[src/rtl/karpentium_pkg.sv]
// Shared definitions for the Karpentium IV core: opcodes, FSM states, ALU selects.
package karpentium_pkg;

  localparam logic [3:0] OP_NOP = 4'h0;
  localparam logic [3:0] OP_LDA = 4'h1;
  localparam logic [3:0] OP_ADD = 4'h2;
  localparam logic [3:0] OP_SUB = 4'h3;
  localparam logic [3:0] OP_STA = 4'h4;
  localparam logic [3:0] OP_LDI = 4'h5;
  localparam logic [3:0] OP_JMP = 4'h6;
  localparam logic [3:0] OP_JZ  = 4'h7;
  localparam logic [3:0] OP_JC  = 4'h8;
  localparam logic [3:0] OP_IN  = 4'h9;
  localparam logic [3:0] OP_OUT = 4'hA;
  localparam logic [3:0] OP_AND = 4'hB;
  localparam logic [3:0] OP_OR  = 4'hC;
  localparam logic [3:0] OP_XOR = 4'hD;
  localparam logic [3:0] OP_NOT = 4'hE;
  localparam logic [3:0] OP_HLT = 4'hF;

  typedef enum logic [2:0] {
    S_FETCH, S_LOAD_IR, S_EXEC, S_MEM, S_IN_WAIT, S_HALT
  } state_t;

  typedef enum logic [2:0] {
    ALU_PASS_B, ALU_ADD, ALU_SUB, ALU_AND, ALU_OR, ALU_XOR, ALU_NOT
  } alu_sel_t;

  // Opcodes that read a memory operand and finish in the MEM state.
  function automatic logic is_alu_mem_op(input logic [3:0] op);
    return op inside {OP_LDA, OP_ADD, OP_SUB, OP_AND, OP_OR, OP_XOR};
  endfunction

  function automatic alu_sel_t alu_sel_of(input logic [3:0] op);
    case (op)
      OP_ADD:  return ALU_ADD;
      OP_SUB:  return ALU_SUB;
      OP_AND:  return ALU_AND;
      OP_OR:   return ALU_OR;
      OP_XOR:  return ALU_XOR;
      OP_NOT:  return ALU_NOT;
      default: return ALU_PASS_B;
    endcase
  endfunction

endpackage

[src/rtl/karpentium_alu.sv]
// Combinational ALU; carry is carry-out on ADD, no-borrow on SUB, zero otherwise.
module karpentium_alu
  import karpentium_pkg::*;
#(
  parameter int DATA_W = 16
) (
  input  logic [DATA_W-1:0] a,
  input  logic [DATA_W-1:0] b,
  input  alu_sel_t          sel,
  output logic [DATA_W-1:0] y,
  output logic              carry
);

  logic [DATA_W:0] wide;

  always_comb begin
    // NOTE: every output gets a default first so no path can infer a latch.
    wide  = '0;
    y     = b;
    carry = 1'b0;
    unique case (sel)
      ALU_ADD: begin
        wide  = {1'b0, a} + {1'b0, b};
        y     = wide[DATA_W-1:0];
        carry = wide[DATA_W];
      end
      ALU_SUB: begin
        wide  = {1'b0, a} - {1'b0, b};
        y     = wide[DATA_W-1:0];
        carry = ~wide[DATA_W];
      end
      ALU_AND:    y = a & b;
      ALU_OR:     y = a | b;
      ALU_XOR:    y = a ^ b;
      ALU_NOT:    y = ~a;
      ALU_PASS_B: y = b;
      default:    y = b;
    endcase
  end

endmodule

[src/rtl/karpentium_core_iv.sv]
// Multicycle accumulator core: FSM-sequenced datapath with sync memory port,
// handshaked input, strobed output and a halt state.
module karpentium_core_iv
  import karpentium_pkg::*;
#(
  parameter int DATA_W = 16,
  parameter int ADDR_W = 8
) (
  input  logic              clk,
  input  logic              clr,
  output logic [ADDR_W-1:0] mem_addr,
  output logic [DATA_W-1:0] mem_wdata,
  output logic              mem_we,
  input  logic [DATA_W-1:0] mem_rdata,
  input  logic [DATA_W-1:0] in_data,
  input  logic              in_valid,
  output logic              in_ready,
  output logic [DATA_W-1:0] out_data,
  output logic              out_valid,
  output logic              halted
);

  state_t            state;
  logic [ADDR_W-1:0] pc;
  logic [3:0]        ir_op;
  logic [ADDR_W-1:0] ir_operand;
  logic [DATA_W-1:0] acc;
  logic              z_flag;
  logic              c_flag;

  alu_sel_t          alu_sel;
  logic [DATA_W-1:0] alu_y;
  logic              alu_c;

  // EXEC only reaches the ALU for NOT; MEM uses the opcode's own operation.
  assign alu_sel = (state == S_EXEC) ? ALU_NOT : alu_sel_of(ir_op);

  karpentium_alu #(.DATA_W(DATA_W)) u_alu (
    .a     (acc),
    .b     (mem_rdata),
    .sel   (alu_sel),
    .y     (alu_y),
    .carry (alu_c)
  );

  assign mem_addr  = (state == S_EXEC && (is_alu_mem_op(ir_op) || ir_op == OP_STA))
                     ? ir_operand : pc;
  assign mem_wdata = acc;
  assign mem_we    = (state == S_EXEC) && (ir_op == OP_STA) && !clr;
  assign in_ready  = (state == S_IN_WAIT) && in_valid && !clr;

  always_ff @(posedge clk) begin
    // NOTE: sequential state uses non-blocking assignments only.
    out_valid <= 1'b0;
    if (clr) begin
      state      <= S_FETCH;
      pc         <= '0;
      ir_op      <= '0;
      ir_operand <= '0;
      acc        <= '0;
      z_flag     <= 1'b0;
      c_flag     <= 1'b0;
      out_data   <= '0;
      halted     <= 1'b0;
    end else begin
      unique case (state)
        S_FETCH: state <= S_LOAD_IR;
        S_LOAD_IR: begin
          ir_op      <= mem_rdata[DATA_W-1 -: 4];
          ir_operand <= mem_rdata[ADDR_W-1:0];
          pc         <= pc + 1'b1;
          state      <= S_EXEC;
        end
        S_EXEC: begin
          state <= S_FETCH;
          case (ir_op)
            OP_LDA, OP_ADD, OP_SUB, OP_AND, OP_OR, OP_XOR: state <= S_MEM;
            OP_LDI: begin
              acc    <= DATA_W'(ir_operand);
              z_flag <= (ir_operand == '0);
              c_flag <= 1'b0;
            end
            OP_JMP: pc <= ir_operand;
            OP_JZ:  if (z_flag) pc <= ir_operand;
            OP_JC:  if (c_flag) pc <= ir_operand;
            OP_IN:  state <= S_IN_WAIT;
            OP_OUT: begin
              out_data  <= acc;
              out_valid <= 1'b1;
            end
            OP_NOT: begin
              acc    <= alu_y;
              z_flag <= (alu_y == '0);
              c_flag <= 1'b0;
            end
            OP_HLT: begin
              state  <= S_HALT;
              halted <= 1'b1;
            end
            default: ;  // NOP, and STA whose write strobe is combinational
          endcase
        end
        S_MEM: begin
          acc    <= alu_y;
          z_flag <= (alu_y == '0);
          c_flag <= alu_c;
          state  <= S_FETCH;
        end
        S_IN_WAIT: begin
          if (in_valid) begin
            acc    <= in_data;
            z_flag <= (in_data == '0);
            c_flag <= 1'b0;
            state  <= S_FETCH;
          end
        end
        S_HALT:  ;
        default: state <= S_FETCH;
      endcase
    end
  end

endmodule

[config.mk]
export PLATFORM = sky130hd
export DESIGN_NAME = karpentium_core_iv
export DESIGN_NICKNAME = d
export VERILOG_FILES = /design/src/rtl/karpentium_pkg.sv /design/src/rtl/karpentium_alu.sv /design/src/rtl/karpentium_core_iv.sv
export SDC_FILE = /design/constraint.sdc
export NUM_CORES = 1
export LEC_CHECK = 0
export ABC_AREA = 1
export CORE_MARGIN = 5
export CORE_UTILIZATION = 40
export CTS_CLUSTER_DIAMETER = 40
export DETAILED_ROUTE_END_ITERATION = 6
export GPL_TIMING_DRIVEN = 0
export MAX_ROUTING_LAYER = met4
export SKIP_LAST_GASP = 1
export SLEW_MARGIN = 20
export SYNTH_ARGS = -nofsm -noshare
export SYNTH_HDL_FRONTEND = slang
export SYNTH_SLANG_ARGS = --single-unit
export TNS_END_PERCENT = 100
[constraint.sdc]
create_clock -name clk -period 2.4 [get_ports clk]
set_clock_uncertainty 0.05 [all_clocks]
set_input_delay 0.24 -clock clk [delete_from_list [all_inputs] [get_ports clk]]
set_output_delay 0.24 -clock clk [all_outputs]
set_load 0.01 [all_outputs]
* After elaboration in Yosys (flattened, before gate mapping)
Cells that the tools add are included.
** Word-level totals
- Output and inout bits :: 44
- Flip-flop bits (word level) :: 59
** Cells by class
- Bitwise logic cells :: 7
- Multiplexer cells :: 22
- Reduce and logical (&&, ||, !) cells :: 23
- Add/subtract/negate cells :: 3
- Equality and inequality tests :: 32
** Operators by type and width (number)
- $pmux 16 s6 :: 1
- $pmux 16 s3 :: 1
- $eq 4x4->1 const B :: 8
- $logic_not 16->1 :: 2
- $pmux 16 s2 :: 1
- $mux 8 :: 3
- $pmux 8 s3 :: 1
- $pmux 3 s6 :: 1
- $add 16x16->17 :: 1
- $sub 16x16->17 :: 1
- $and 16x16->16 :: 1
- $eq 4x3->1 const B :: 4
- $mux 16 :: 1
- $not 16->16 :: 1
- $or 16x16->16 :: 1
- $pmux 8 s2 :: 1
- $xor 16x16->16 :: 1
- $eq 3x3->1 const B :: 5
- $pmux 3 s5 :: 1
- $eq 3x2->1 const B :: 4
- $pmux 3 s3 :: 1
- $add 8x1->8 const B :: 1
- $eq 4x2->1 const B :: 2
- $logic_not 8->1 :: 1
- 23 further kinds :: 42

* Longest topological paths before layout
- Depth after elaboration :: 8
- Gate-level depth with buffers :: 20
- Mapped depth without buffers :: 20

* Cells and area by module
Synthesis repeated with hierarchy kept, for this count alone.
** Unflattened totals
- Cells, all modules :: 1070
- Area, all modules :: 6197.2 µm²
** Modules (own cells, without submodules)
- karpentium_core_iv :: area an instance 3214.3 µm², cells each 515, instances 1
- karpentium_alu :: area an instance 2982.9 µm², cells each 555, instances 1

* Worst setup path after synthesis
Ideal clock, no wire load.
- Kind :: register -> register
- Start point :: reg acc[0] (netlist: mem_wdata[0])
- End point :: reg z_flag
- Period minus slack after synthesis :: 2.512 ns
- Cell stages (with the launch flop) :: 20
- Arrival time :: 2.392 ns
- Setup time :: 0.070 ns
- Setup slack :: -0.112 ns
- Cells stage by stage :: dfxtp_1 > inv_1 > ha_1 > fa_1 > nand3b_1 > nand2_1 > nand2_1 > nand2_1 > nand2_1 > nand3_1 > nand2_1 > nand3_1 > nand3_1 > nand2_1 > nand2_1 > nor2_1 > nand3_1 > nor2_1 > nor2_1 > a21oi_1
** On the way
- Cells in the longest elaborated chain, start to end :: 5
** RTL lines
- start: declaration :: RTL line karpentium_core_iv.sv:27 : logic [DATA_W-1:0] acc;
- start signal: assignment :: RTL line karpentium_core_iv.sv:79 : acc <= DATA_W'(ir_operand);
- start signal: assignment :: RTL line karpentium_core_iv.sv:92 : acc <= alu_y;
- start signal: assignment :: RTL line karpentium_core_iv.sv:104 : acc <= alu_y;
- $sub 16x16->17 (tied with other cells) :: RTL line karpentium_alu.sv:28 : wide = {1'b0, a} - {1'b0, b};
- $pmux 16 s6 (*) :: RTL line karpentium_alu.sv:21 : unique case (sel)
- $logic_not 16->1 (*) :: RTL line karpentium_core_iv.sv:93, karpentium_core_iv.sv:105
- $pmux 1 s2 :: RTL line karpentium_core_iv.sv:76 : case (ir_op)
- $pmux 1 s3 (*) :: RTL line karpentium_core_iv.sv:66 : unique case (state)
- end signal: assignment :: RTL line karpentium_core_iv.sv:80 : z_flag <= (ir_operand == '0);
- end signal: assignment :: RTL line karpentium_core_iv.sv:93 : z_flag <= (alu_y == '0);
- end signal: assignment :: RTL line karpentium_core_iv.sv:105 : z_flag <= (alu_y == '0);
- end: declaration :: RTL line karpentium_core_iv.sv:28 : logic z_flag;
Every way passes the cells marked *; elsewhere a longest branch is shown, timed or not.
A chain may end at the register's enable or synchronous reset.

* Worst setup path after layout
Ends and elaborated chain as after synthesis.

==> results by group <==
STA
  • Fmax: 0.373 GHz
  • Setup ws final: -278 ps
  • Tcrit/Tclk final: 112%
  • Final hold violation count: 0
  • Max_slew headroom: between 50% and 60%
  • Worst-margin pin slew: just over 600 ps
  • Clock period minus worst slack: 2680 ps
  • Slew Viols, Final: 0
  • Final setup fails: 3
  • RSZ-0062 raised after global routing: true

Min path
  • Hold path depth: 3
  • Hold_sp: mem_rdata[12]
  • Hold EP: ir_op[0]
  • Min-Delay Path Class: in -> reg

Worst setup path
  • Worst R2R Path Depth: 18
  • Critical Path End Type: flop
  • Reg-to-reg startpoint: mem_wdata[0]
  • CP Data Arrival Time: roughly 2900 ps
  • Register-to-register setup slack: -280 ps
  • Worst R2R End: z_flag
  • Worst endpoint required time: 2630 ps
  • Worst-path fanout max: 4
  • CP startpoint kind: flop
  • Crit path kind: reg -> reg

Clock network
  • H-tree Lvls: 3
  • Latest clock arrival within the worst-skew pair: 340 ps
  • CTS Buf Count: 9
  • Clock Sinks: between 50 and 60
  • Clock Pin Slew Worst Setup and Hold Paths: around 60 ps
  • Max Root-Sink Buffers: 2
  • TritonCTS clock tree: done
  • Post-cts hold buffer count: 0
  • Root Driver: clkbuf_16

Logic synthesis
  • Number of synthesized register bits: 59
  • Synth top cells by count: nand2_1, inv_1, nor2_1
  • Seq/Total Area, Yosys: between 10% and 20%
  • Top cell type's share of synthesized area: between 10% and 20%
  • Post-synthesis cell type count: 44
  • Syn Nets: ~1.1k
  • Synth area leader: dfxtp_1
  • Synth top area cells: dfxtp_1, nand2_1, ha_1
  • Syn Std Cell Area: approximately 5900 um2
  • Yosys warns: 0
  • Top_reg_cell synth: dfxtp_1
  • EDFF count, synth: 0
  • Async SR Flop Fraction: 0%
  • Mapped Cells: between 900 and 1k
  • Syn Area/Cell: approximately 6.0 um2
  • Most frequent cell after synthesis: nand2_1

Drt
  • Routed wl met3: ~1900 um
  • Wirelength per Cell: around 18 um
  • Starting DRC count in detailed routing: around 570
  • DRT Pass-1 Iters: 6
  • WL met2: 10600 um
  • Routed wire length: between 20000 and 25000 um
  • Vias per cell: roughly 5.5
  • M1 wire length: ~11000 um
  • Vias: slightly above 7k
  • DRC viols: 0
  • Top sig layer: met4
  • Routed Antenna Nets: 0

Placement
  • Dpl hpwl: 18300 um
  • Routability cong.: around 0.96
  • Pre-CTS setup slack: -1070 ps
  • Placed instance area: just under 7000 um2
  • # port buffers: 78

Die
  • Initial Util: between 40% and 50%
  • Io pins: 79
  • Die height: ~130 um
  • Row cnt: 44
  • DIE AREA: 17400 um2
  • Core Region: about 15000 um2
  • Die X: around 130 um

Finish
  • # diodes: 0
  • # nets final: approximately 1.2k
  • Ratio of cells with drive above 1 in the final layout: between 20 and 25%
  • Fin area: between 8000 and 9000 um2
  • Synthesis-to-finish area growth: 38.6%

Global route
  • Largest net degree at the start of global routing: 12
  • Initial antenna violation count: 0
  • Number of global-route vias before repair: 6541
  • Gr usage total: between 20% and 30%
  • First-pass GRT wire length: between 30000 and 40000 um
  • Total grt overflow: 0

Run status
  • Failing checks: negative setup slack
  • Status: finished, violations left

Pwr
  • LEAKAGE: 0.00371 uW
  • Cell Pwr Density: approximately 590 nW/um2
  • Peak VDD IR: about 0.43 mV

Flow run
  • Maxcap violations: 0
[critical path, stage by stage, from the launching register on]
cell	delay, ps
dfxtp_4	380
inv_4	40
ha_4	160
fa_2	400
nand3b_1	210
nand2_4	150
buf_6	110
nand3b_1	100
nand3_1	100
nand2_1	70
nand3_2	90
nand3_4	90
nand2_2	100
nand2_2	60
nor2_4	130
nand3_2	90
nor2_2	90
nor2_1	50
a21oi_1	150
[cell type report]
class	instances	area [um2]
sequential	59	1230
tap	184	230
fill	1487	6310
clock buffer	10	239
clock inverter	6	87.6
inverter	158	607
multi-input combinational	739	4570
buffer	34	244
timing repair buffer	109	1010
[power breakdown]
group | internal (uW) | total [uW] | leakage (uW) | switching (uW)
sequential | 1070 | 1210 | 0.000492 | 134
clock | 938 | 1440 | 0.000163 | 498
combinational | 847 | 2220 | 0.00305 | 1370
total | 2860 | 4860 | 0.00371 | 2000
[worst max-delay path by stage]
stage | start | end | cells after the start | slack, ps
final | mem_wdata[0] | z_flag | 18 | -280
after global routing | mem_wdata[0] | z_flag | 18 | -410
after CTS | mem_wdata[0] | z_flag | 16 | -220
after detailed placement | mem_rdata[3] | z_flag | 20 | -1070
after global placement | mem_rdata[3] | z_flag | 20 | -1060
after floorplan | mem_wdata[1] | z_flag | 19 | 1
[state kept, by name (all words and copies together), names as in the netlist]
name,cells
ir_operand,8
halted,1
z_flag,1
mem_wdata,16
out_valid,1
ir_op,4
state,3
pc,8
c_flag,1
out_data,16
[per-layer routing]
| metal | GRT usage [%] | vias up |
|---|---|---|
| li1 | - | 3507 |
| met1 | 37.5 | 3286 |
| met2 | 39.6 | 323 |
| met3 | 4.27 | 41 |
| met4 | 8.34 | 0 |
| met5 | - | - |
[through the flow]
step           instances  hold WS [ps]  TNS [ps]  util (%)  power, uW
2_1_floorplan        995           383         0         -       2320
3_3_place_gp        1257           383    -13790      47.8       2950
3_5_place_dp        1257           389    -14110      47.8       2960
4_1_cts             1289           397      -493      53.9       4650
5_1_grt             1299           341     -2200      56.6       5120
6_report            1299           260      -659      56.6       4860
[timing repair]
action | CTS | global route
cloned | 0 | 1
endpoints found under the setup margin | 41 | 28
pin swaps | 40 | 40
buffers inserted | 21 | 11
resized for setup | 157 | 81
[cells in the final DEF (no fill, tap or decap), types with 5 or more instances in the layout]
cell             Yosys  final
nand2_1            223    197
inv_1              149    137
nor2_1              94     77
a21oi_1             88     76
o21ai_0             78     73
nand3_1             86     66
clkdlybuf4s50_1      0     60
ha_1                51     40
dfxtp_1             59     40
buf_4                1     30
nand4_1             26     26
nand2_2              3     23
nand3_2              1     18
inv_2                7     16
nor2_4               2     15
dlygate4sd2_1        0     15
nor3_1              14     12
nor2_2               7     11
clkbuf_1            31     11
dfxtp_4              0     11
a221oi_1            13     10
o21ai_1              6     10
a21oi_2              0     10
ha_4                 0      9
clkbuf_16            0      9
nand2_4              2      8
a31oi_1              8      8
buf_6                3      8
xor2_1               8      8
dfxtp_2              0      8
clkbuf_8             0      6
clkbuf_2             0      5
[cell families (layout without fill, tap and decap cells)]
family                   after synthesis  after routing  share of synthesized area [%]
buffers and inverters                197            317                           13.0
AO/OA/AOI/OAI                        206            206                           19.1
AND/OR/NAND/NOR                      471            471                           35.1
flip-flops                            59             59                           19.9
XOR/XNOR                               9              9                           1.33
adder cells (fa/ha/maj)               53             53                           11.4
Note: power is estimated with default switching activity, not from simulation.
==> edit, RTL diff (same flow settings) <==
`DATA_W` is set to 16 in 2 places; all go to 18.
--- a/src/rtl/karpentium_alu.sv
+++ b/src/rtl/karpentium_alu.sv
@@ -4,3 +4,3 @@
 #(
-  parameter int DATA_W = 16
+  parameter int DATA_W = 18
 ) (
--- a/src/rtl/karpentium_core_iv.sv
+++ b/src/rtl/karpentium_core_iv.sv
@@ -5,3 +5,3 @@
 #(
-  parameter int DATA_W = 16,
+  parameter int DATA_W = 18,
   parameter int ADDR_W = 8
Ports: changed (resized in_data, mem_rdata, mem_wdata and out_data); port bits go from 79 to 87. No check against the original RTL was run, so the function may have changed too.
==> edit against the original RTL <==
  * The flow still finishes with violations (setup timing)
  * Routed wire length grew 19%
  * Synthesized area grew 12%
  * First-iteration DRC count grew 30%
  * Total power shrank 1.4%
  * Worst setup slack gained 0.061 ns
  * Via count grew 15%
  * Synthesized cell count grew 15%
  * Count of clock-buffer cells in the layout grew 2
  * Sequential cell count grew 4
  * Non-clock buffer count grew 46
  * Final area grew 13%
  * Critical path type unchanged
  * Critical endpoint unchanged
==> edit: results <==
status:
  status: "finished, violations left"
  violations: "setup timing"
synthesis:
  syn_avg_cell_area_um2: 5.79
  syn_nets: 1243
  seq_area_frac_synth_pct: 19.0
  synth.area.top_cells: "dfxtp_1 19%, nand2_1 17%, ha_1 11%"
  ys_types: 38
  synth_warnings: 0
  synthTopCellsByCount: "299 x nand2_1, 168 x inv_1, 135 x nor2_1"
drt:
  route.vias.total: 8257
  routed_wl_um: 28500
  drt_pass1_iterations: 5
critical_path:
  rr_worst_depth: 17
  arrival_ns: 2.83
  crit_fanout: 5
cts:
  post_cts_buffers: 13
  post_cts_resized: 179
timing:
  setup_viol_count_final: 4
  worst_pin_slew_ns: 0.662
  setup_tns_ns: -0.527
  fin_ws_ns: -0.217
final_layout:
  nNetsFinal: 1397
  drive_gt1_share_pct: 23.7
place:
  preCtsSetupSlack_ns: -1.19
  dp_hpwl_um: 21900
  place_area_um2: 7760
  gp_congestion: 0.968
  io_buffer_count: 86
pwr:
  p_int_mw: 2.76
  peakVddDrop_mv: 0.411
grt:
  grt_pass1_wl_um: 41800
  track_usage_pct: 28.2
  grt_max_degree: 11
hold_path:
  hold_class: "flip-flop to flip-flop"
## edit: cell families after synthesis
family / synth area share, %
flops: 19.0
compound gates: 17.8
buf+inv: 13.4
fa+ha+maj: 11.6
xor+xnor: 0.793
simple gates: 37.4
## edit: power groups by stage
stage | clock, mW | combinational [mW] | sequential (mW)
floorplan | 0 | 1.18 | 1.22
global placement | 0 | 1.82 | 1.23
detailed placement | 0 | 1.82 | 1.23
CTS | 1.17 | 2.03 | 1.22
global route | 1.21 | 2.61 | 1.24
finish | 1.15 | 2.41 | 1.23
## edit: area by class of cell
type | count | area, um^2
clock inverter | 4 | 22.5
inverter | 177 | 682
timing repair buffer | 150 | 1350
multi-input combinational | 858 | 5190
fill | 1653 | 7080
clock buffer | 12 | 236
sequential | 63 | 1310
buffer | 39 | 256
tap | 220 | 275
## edit: worst min-delay path by stage
stage	start	end	slack, ns	cells past startpoint
after floorplan	mem_rdata[17]	ir_op[3]	0.38	2
after global placement	halted	halted	0.39	2
after detailed placement	halted	halted	0.41	2
after CTS	mem_rdata[7]	ir_operand[7]	0.41	3
after global routing	mem_rdata[11]	mem_wdata[11]	0.43	5
final	halted	halted	0.41	2
## edit: worst max-delay path, cell delays in order, from the launching register on
cell and delay (ns):
dfxtp_4 0.37, inv_4 0.06, ha_4 0.16, fa_2 0.35, inv_2 0.08, nand3_1 0.07, nand2_2 0.13, xor2_1 0.17
nor2_1 0.06, a21oi_2 0.16, nand4_1 0.17, nor2_1 0.14, nand2_1 0.07, nor2_2 0.13, nand4_1 0.12, nand2_1 0.08
nand2_1 0.05, a21oi_1 0.12
## edit: routing by layer
layer	track usage, %	share of wire, %	vias to the layer above
met5	-	0	-
met4	8.96	3.7	0
met3	3.00	6.6	77
met2	46.7	47	342
met1	36.2	43	3806
li1	-	-	4032
